**config.mk**
```make
export PLATFORM = sky130hd
export DESIGN_NAME = uart_rx_flat
export DESIGN_NICKNAME = d
export VERILOG_FILES = /design/src/rtl/uart_rx_if.sv /design/src/rtl/uart_rx.sv /design/src/flat_wrapper.sv
export SDC_FILE = /design/constraint.sdc
export NUM_CORES = 1
export LEC_CHECK = 0
export BUFFER_PORTS_ARGS = -buffer_cell sky130_fd_sc_hd__clkbuf_2
export CELL_PAD_IN_SITES_DETAIL_PLACEMENT = 1
export CELL_PAD_IN_SITES_GLOBAL_PLACEMENT = 2
export CORE_MARGIN = 8
export CORE_UTILIZATION = 36
export CTS_CLUSTER_SIZE = 25
export DETAILED_ROUTE_END_ITERATION = 6
export GPL_TIMING_DRIVEN = 0
export HOLD_SLACK_MARGIN = 0.1
export MAX_ROUTING_LAYER = met4
export PLACE_DENSITY_LB_ADDON = 0.1
export SYNTH_ARGS = -nofsm -noshare
export SYNTH_HDL_FRONTEND = slang
export SYNTH_SLANG_ARGS = --single-unit
```
**constraint.sdc**
```tcl
create_clock -name clk -period 2.7 [get_ports clk]
set_clock_uncertainty 0.05 [all_clocks]
set_input_delay 0.135 -clock clk [delete_from_list [all_inputs] [get_ports clk]]
set_output_delay 0.135 -clock clk [all_outputs]
set_load 0.1 [all_outputs]
```
**src/rtl/uart_rx_if.sv**
```systemverilog
// uart_rx_if: byte handshake and status bundle between uart_rx and its consumer
//   data_out    : received byte, stable while data_val_o=1
//   data_val_o  : byte available, held until accepted
//   data_rdy_i  : consumer ready; transfer on data_val_o & data_rdy_i
//   frame_err_o : one-cycle pulse, stop bit sampled low
//   overrun_o   : sticky, byte completed while previous one still pending
//   master = receiver side, slave = consumer side
interface uart_rx_if;
    logic [7:0] data_out;
    logic       data_val_o;
    logic       data_rdy_i;
    logic       frame_err_o;
    logic       overrun_o;
    modport master (output data_out, data_val_o, frame_err_o, overrun_o, input data_rdy_i);
    modport slave  (input data_out, data_val_o, frame_err_o, overrun_o, output data_rdy_i);
endinterface

```
**src/rtl/uart_rx.sv**
```systemverilog
// uart_rx: 8N1 UART receiver with valid/ready byte output, framing-error and overrun flags
//   clk   : system clock, rising edge
//   rst_n : asynchronous active-low reset
//   i_rx  : asynchronous serial input, idle high
//   bus   : uart_rx_if.master (data_out, data_val_o, data_rdy_i, frame_err_o, overrun_o)
//   UART_RX_MAJORITY_EN : when defined, every sample is a 2-of-3 vote around the bit centre,
//                         with all decisions taken one clock later
module uart_rx #(
    parameter int CLK_HZ = 50250000,
    parameter int BAUD   = 115200
) (
    input  logic      clk,
    input  logic      rst_n,
    input  logic      i_rx,
    uart_rx_if.master bus
);
    localparam int BAUD_DIV = CLK_HZ / BAUD;
    localparam int HALF_DIV = BAUD_DIV / 2;
    typedef enum logic [1:0] {IDLE, START, DATA, STOP} state_t;
    state_t      r_state;
    logic        r_sync1;
    logic        r_rx_s;
    logic        r_rx_d;
    logic [15:0] r_cnt;
    logic [2:0]  r_idx;
    logic [7:0]  r_sr;
    logic [7:0]  r_data_out;
    logic        r_data_val;
    logic        r_frame_err;
    logic        r_overrun;
    logic        w_bit;
    always_ff @(posedge clk or negedge rst_n) begin
        if (!rst_n) begin
            r_sync1 <= 1'b1;
            r_rx_s  <= 1'b1;
            r_rx_d  <= 1'b1;
        end else begin
            r_sync1 <= i_rx;
            r_rx_s  <= r_sync1;
            r_rx_d  <= r_rx_s;
        end
    end
`ifdef UART_RX_MAJORITY_EN
    // The whole timebase runs one clock late, so the decision cycle sees
    // rx_s at mid+1 directly and mid / mid-1 from this short history.
    localparam int LAG = 1;
    logic [1:0] r_hist;
    always_ff @(posedge clk or negedge rst_n) begin
        if (!rst_n)
            r_hist <= 2'b11;
        else
            r_hist <= {r_hist[0], r_rx_s};
    end
    assign w_bit = (r_hist[1] & r_hist[0]) | (r_hist[1] & r_rx_s) | (r_hist[0] & r_rx_s);
`else
    localparam int LAG = 0;
    assign w_bit = r_rx_s;
`endif
    localparam logic [15:0] START_END = 16'(HALF_DIV - 1 + LAG);
    localparam logic [15:0] BIT_END   = 16'(BAUD_DIV - 1);
    always_ff @(posedge clk or negedge rst_n) begin
        if (!rst_n) begin
            r_state     <= IDLE;
            r_cnt       <= '0;
            r_idx       <= '0;
            r_sr        <= '0;
            r_data_out  <= '0;
            r_data_val  <= 1'b0;
            r_frame_err <= 1'b0;
            r_overrun   <= 1'b0;
        end else begin
            r_frame_err <= 1'b0;
            if (r_data_val && bus.data_rdy_i)
                r_data_val <= 1'b0;
            case (r_state)
                IDLE: begin
                    r_cnt <= '0;
                    r_idx <= '0;
                    // Edge, not level: a line stuck low never restarts a frame.
                    if (r_rx_d && !r_rx_s)
                        r_state <= START;
                end
                START: begin
                    if (r_cnt == START_END) begin
                        r_cnt   <= '0;
                        r_idx   <= '0;
                        r_state <= w_bit ? IDLE : DATA;
                    end else begin
                        r_cnt <= r_cnt + 16'd1;
                    end
                end
                DATA: begin
                    if (r_cnt == BIT_END) begin
                        r_cnt <= '0;
                        r_sr  <= {w_bit, r_sr[7:1]};
                        r_idx <= r_idx + 3'd1;
                        if (r_idx == 3'd7)
                            r_state <= STOP;
                    end else begin
                        r_cnt <= r_cnt + 16'd1;
                    end
                end
                STOP: begin
                    if (r_cnt == BIT_END) begin
                        r_cnt   <= '0;
                        r_state <= IDLE;
                        if (!w_bit)
                            r_frame_err <= 1'b1;
                        else if (r_data_val && !bus.data_rdy_i)
                            r_overrun <= 1'b1;
                        else begin
                            // Also covers accept-and-complete in one cycle: valid stays high.
                            r_data_out <= r_sr;
                            r_data_val <= 1'b1;
                        end
                    end else begin
                        r_cnt <= r_cnt + 16'd1;
                    end
                end
                default: r_state <= IDLE;
            endcase
        end
    end
    assign bus.data_out    = r_data_out;
    assign bus.data_val_o  = r_data_val;
    assign bus.frame_err_o = r_frame_err;
    assign bus.overrun_o   = r_overrun;
endmodule

```
**src/flat_wrapper.sv**
```systemverilog
// flat-port wrapper written by rule: the top's interface ports become plain ports
module uart_rx_flat 
#(
    parameter int CLK_HZ = 50250000,
    parameter int BAUD   = 115200
)
  (clk, rst_n, i_rx, bus_data_out, bus_data_val_o, bus_frame_err_o, bus_overrun_o, bus_data_rdy_i);
  uart_rx_if bus_i ();
  input  logic clk;
  input  logic rst_n;
  input  logic i_rx;
  output wire logic [$bits(bus_i.data_out)-1:0] bus_data_out;
  output wire logic [$bits(bus_i.data_val_o)-1:0] bus_data_val_o;
  output wire logic [$bits(bus_i.frame_err_o)-1:0] bus_frame_err_o;
  output wire logic [$bits(bus_i.overrun_o)-1:0] bus_overrun_o;
  input wire logic [$bits(bus_i.data_rdy_i)-1:0] bus_data_rdy_i;
  assign bus_data_out = bus_i.data_out;
  assign bus_data_val_o = bus_i.data_val_o;
  assign bus_frame_err_o = bus_i.frame_err_o;
  assign bus_overrun_o = bus_i.overrun_o;
  assign bus_i.data_rdy_i = bus_data_rdy_i;
  uart_rx #(.CLK_HZ(CLK_HZ), .BAUD(BAUD)) u_core (.clk(clk), .rst_n(rst_n), .i_rx(i_rx), .bus(bus_i));
endmodule
```
==> flow_summary_export.csv <==
group,metric,value,unit
placement,hpwl,3030,um
power,p_sw,392,uW
yosys,syn_avg_cell_area,11.7,um2
finish,final_area,0.00233,mm2
worst_setup_path,crit_path_max_fanout,8,
clock_network,clk_pin_slew,80,ps
detailed_routing,drt-initial-drc-count,26,
clock_network,clkSinkCount,43,
power,seqPwrFrac,53.9,%
yosys,synthSimpleGateAreaFrac,21.1,%
sta,rsz0062_at_grt,"no",
sta,setup-tns-final,0,ps
finish,final_cell_mix,"39 x dfrtp_1, 22 x nor2_1, 15 x clkbuf_2, 10 x xnor2_1",
floorplanning,rows,27,
yosys,synth.mux.area_fraction,10.4,%
floorplanning,die_h,90.9,um
yosys,synth_xor_area_share,6.08,%
sta,final_hold_viol_count,0,
grt,grt_max_degree,44,
sta,min_period,2650,ps
finish,final_cells,268,
worst_setup_path,path_class,"register to register",
grt,grt_usage,11.1,%
detailed_routing,via_count,1366,
yosys,seq_area_frac_synth,53.5,%
clock_network,clockBufferDepth,2,
finish,final_util,42.6,%
yosys,synth_area_leaders,"dfrtp_1 50%, mux2_4 6.0%, mux2_2 4.5%",
placement,dp.cells,258,
worst_setup_path,cp-start-kind,"register",
floorplanning,core,0.00547,mm2
sta,setup_viol,0,
worst_setup_path,end_kind,"register",
finish,antenna_cells,0,
yosys,synthCells,172,
detailed_routing,drcViolationCount,0,
yosys,synth_top_family_by_area,"simple AND/OR/NAND/NOR gates",
power,switching_share,29.0,%
yosys,synthArstFlopShare,100,%
floorplanning,initial_utilization,36.9,%
finish,multiInputGateArea,906,um2
placement,dp_slack,-188,ps
worst_setup_path,arrival,2770,ps
yosys,synth_area,0.00202,mm2
yosys,yosysTopAreaCell,"dfrtp_1",
finish,n_fill_cell,613,
grt,antenna_found_initial,0,
placement,io_buffers,14,
yosys,yosysWarnings,0,
yosys,synth.top_cell.area_share,49.6,%
finish,seq_area,0.00108,mm2
sta,finalCritPeriodShare,98.1,%
power,leakage,1.11,nW
finish,nets,203,
detailed_routing,wl_per_cell,15.9,um
placement,place_congestion,0.798,
power,p_per_area,580,mW/mm2
floorplanning,die_area,0.00825,mm2
clock_network,cts_tree,"done",
sta,slew_headroom,28.8,%
yosys,synth.net_count,180,
detailed_routing,vias_per_cell,5.10,
placement,placed_area,0.00218,mm2
floorplanning,ios,15,
yosys,synth_fa_ha_area_share,2.48,%
flow_run,cap_violations,0,
detailed_routing,final_antenna_net_count,0,
grt,grt_pass1_vias,1458,
yosys,ys_seq_elements,43,
yosys,synth_compound_area_share,3.35,%
yosys,ys.flop_type,"dfrtp_1",
outcome,status,"finished clean",
sta,holdWs,136,ps
clock_network,cts_made_buffers,5,
sta,worstMarginPinSlew,1070,ps
grt,grt-ovfl-total,0,
finish,final_layout_size_suffix_gt1_share,28.6,%
detailed_routing,dr.pass1.iters,4,
worst_setup_path,cp.required,2820,ps
clock_network,cts_root_buffer,"clkbuf_8",
grt,grt_pass1_wl,7330,um
clock_network,h-tree-depth,2,
sta,setup_slack,51.9,ps
power,intPower,960,uW
power,finalPower,1.35,mW
sta,fmax,0.378,GHz
power,comb_power_share,16.7,%
sta,slew_violations,0,
yosys,synth.distinct_cells,36,
yosys,synth-edff-count,0,
floorplanning,dieWidth,90.9,um
power,clock_power_share,29.4,%
clock_network,insertion_delay,290,ps
detailed_routing,finalWirelength,4260,um
worst_hold_path,min_path_type,"primary input to register",
finish,syn2layout_area_growth,15.7,%
finish,final_common_cell,"dfrtp_1",
power,vdd_drop_max,0.203,mV
==> path summary, 6_finish.rpt <==
| kind | from | endpoint | slack, ps | cells after the start |
|---|---|---|---|---|
| setup / recovery | u_core.r_cnt[6]$_DFF_PN0_ | u_core.bus.data_out[1]$_DFFE_PN0P_ | 50 | 4 |
| hold / removal | bus_data_rdy_i | u_core.bus.overrun_o$_DFFE_PN0P_ | 140 | 3 |
| setup reg to reg | u_core.r_cnt[6]$_DFF_PN0_ | u_core.bus.data_out[1]$_DFFE_PN0P_ | 50 | 4 |
| hold reg to reg | u_core.r_sync1$_DFF_PN1_ | u_core.r_rx_s$_DFF_PN1_ | 310 | 0 |
| max in group asynchronous | rst_n | u_core.r_cnt[10]$_DFF_PN0_ | 1350 | 2 |
| min in group asynchronous | rst_n | u_core.bus.data_out[2]$_DFFE_PN0P_ | 530 | 2 |
==> worst max-delay path: stages, from the launching register on <==
cell     delay (ps)
dfrtp_1         480
or4bb_1         560
or4_4           610
or3_4           510
mux2_4          330
==> sequential cells by signal, indices dropped and copies added (netlist names), named ones only <==
signal / flops
u_core.bus.data_out: 8
u_core.bus.data_val_o: 1
u_core.bus.frame_err_o: 1
u_core.bus.overrun_o: 1
u_core.r_cnt: 16
u_core.r_idx: 3
u_core.r_rx_d: 1
u_core.r_rx_s: 1
u_core.r_sr: 8
u_core.r_state: 1
u_core.r_sync1: 1
==> layer usage <==
metal  GRT usage [%]  vias up  wire [um]
li1                -      657          -
met1            13.0      690       2020
met2            17.9       15       2070
met3            3.33        4        133
met4            3.82        0         33
met5               -        -          0
==> power by group through the flow <==
stage	logic (mW)	clock network, mW	registers, mW
finish	0.226	0.397	0.729
global placement	0.216	0	0.731
global route	0.255	0.445	0.738
detailed placement	0.222	0	0.732
CTS	0.212	0.419	0.729
floorplan	0.163	0	0.723
==> area by class of cell <==
type	count	share of cell area, %
timing repair buffer	20	5.68
tap	72	3.86
buffer	6	1.34
clock buffer	6	3.11
clock inverter	2	0.536
sequential	43	46.3
inverter	2	0.322
multi-input combinational	117	38.8
==> synthesized netlist by cell type, types with 2 or more instances <==
cell type	n
xor2_1	4
dfstp_2	3
mux2_4	8
xnor2_1	10
dfrtp_1	40
or4bb_1	2
ha_1	4
a211o_1	2
and3_1	3
nor2_1	22
clkbuf_1	7
nor3_1	4
nor2b_1	3
or4_1	2
nand4b_1	2
mux2_2	8
nand2_1	8
nand4_1	5
a31oi_1	2
buf_6	2
nor4_1	8
inv_1	2
nand3_1	8
==> timing repair <==
item,4_1_cts,5_1_grt
endpoints found under the setup margin,26,18
hold endpoints to repair,41,0
hold buffers,2,0
cloned,0,0
pin swaps,4,3
gates resized for setup,5,4
buffers inserted,2,2
==> cell families after synthesis <==
family | count (synthesis)
adders and majority gates | 4
xor gates and xnor gates | 14
AOI/OAI and AO/OA | 8
and+or+nand+nor | 75
muxes | 16
DFF | 43
buffers and inverters | 12
Power figures use the tool's default switching activity.
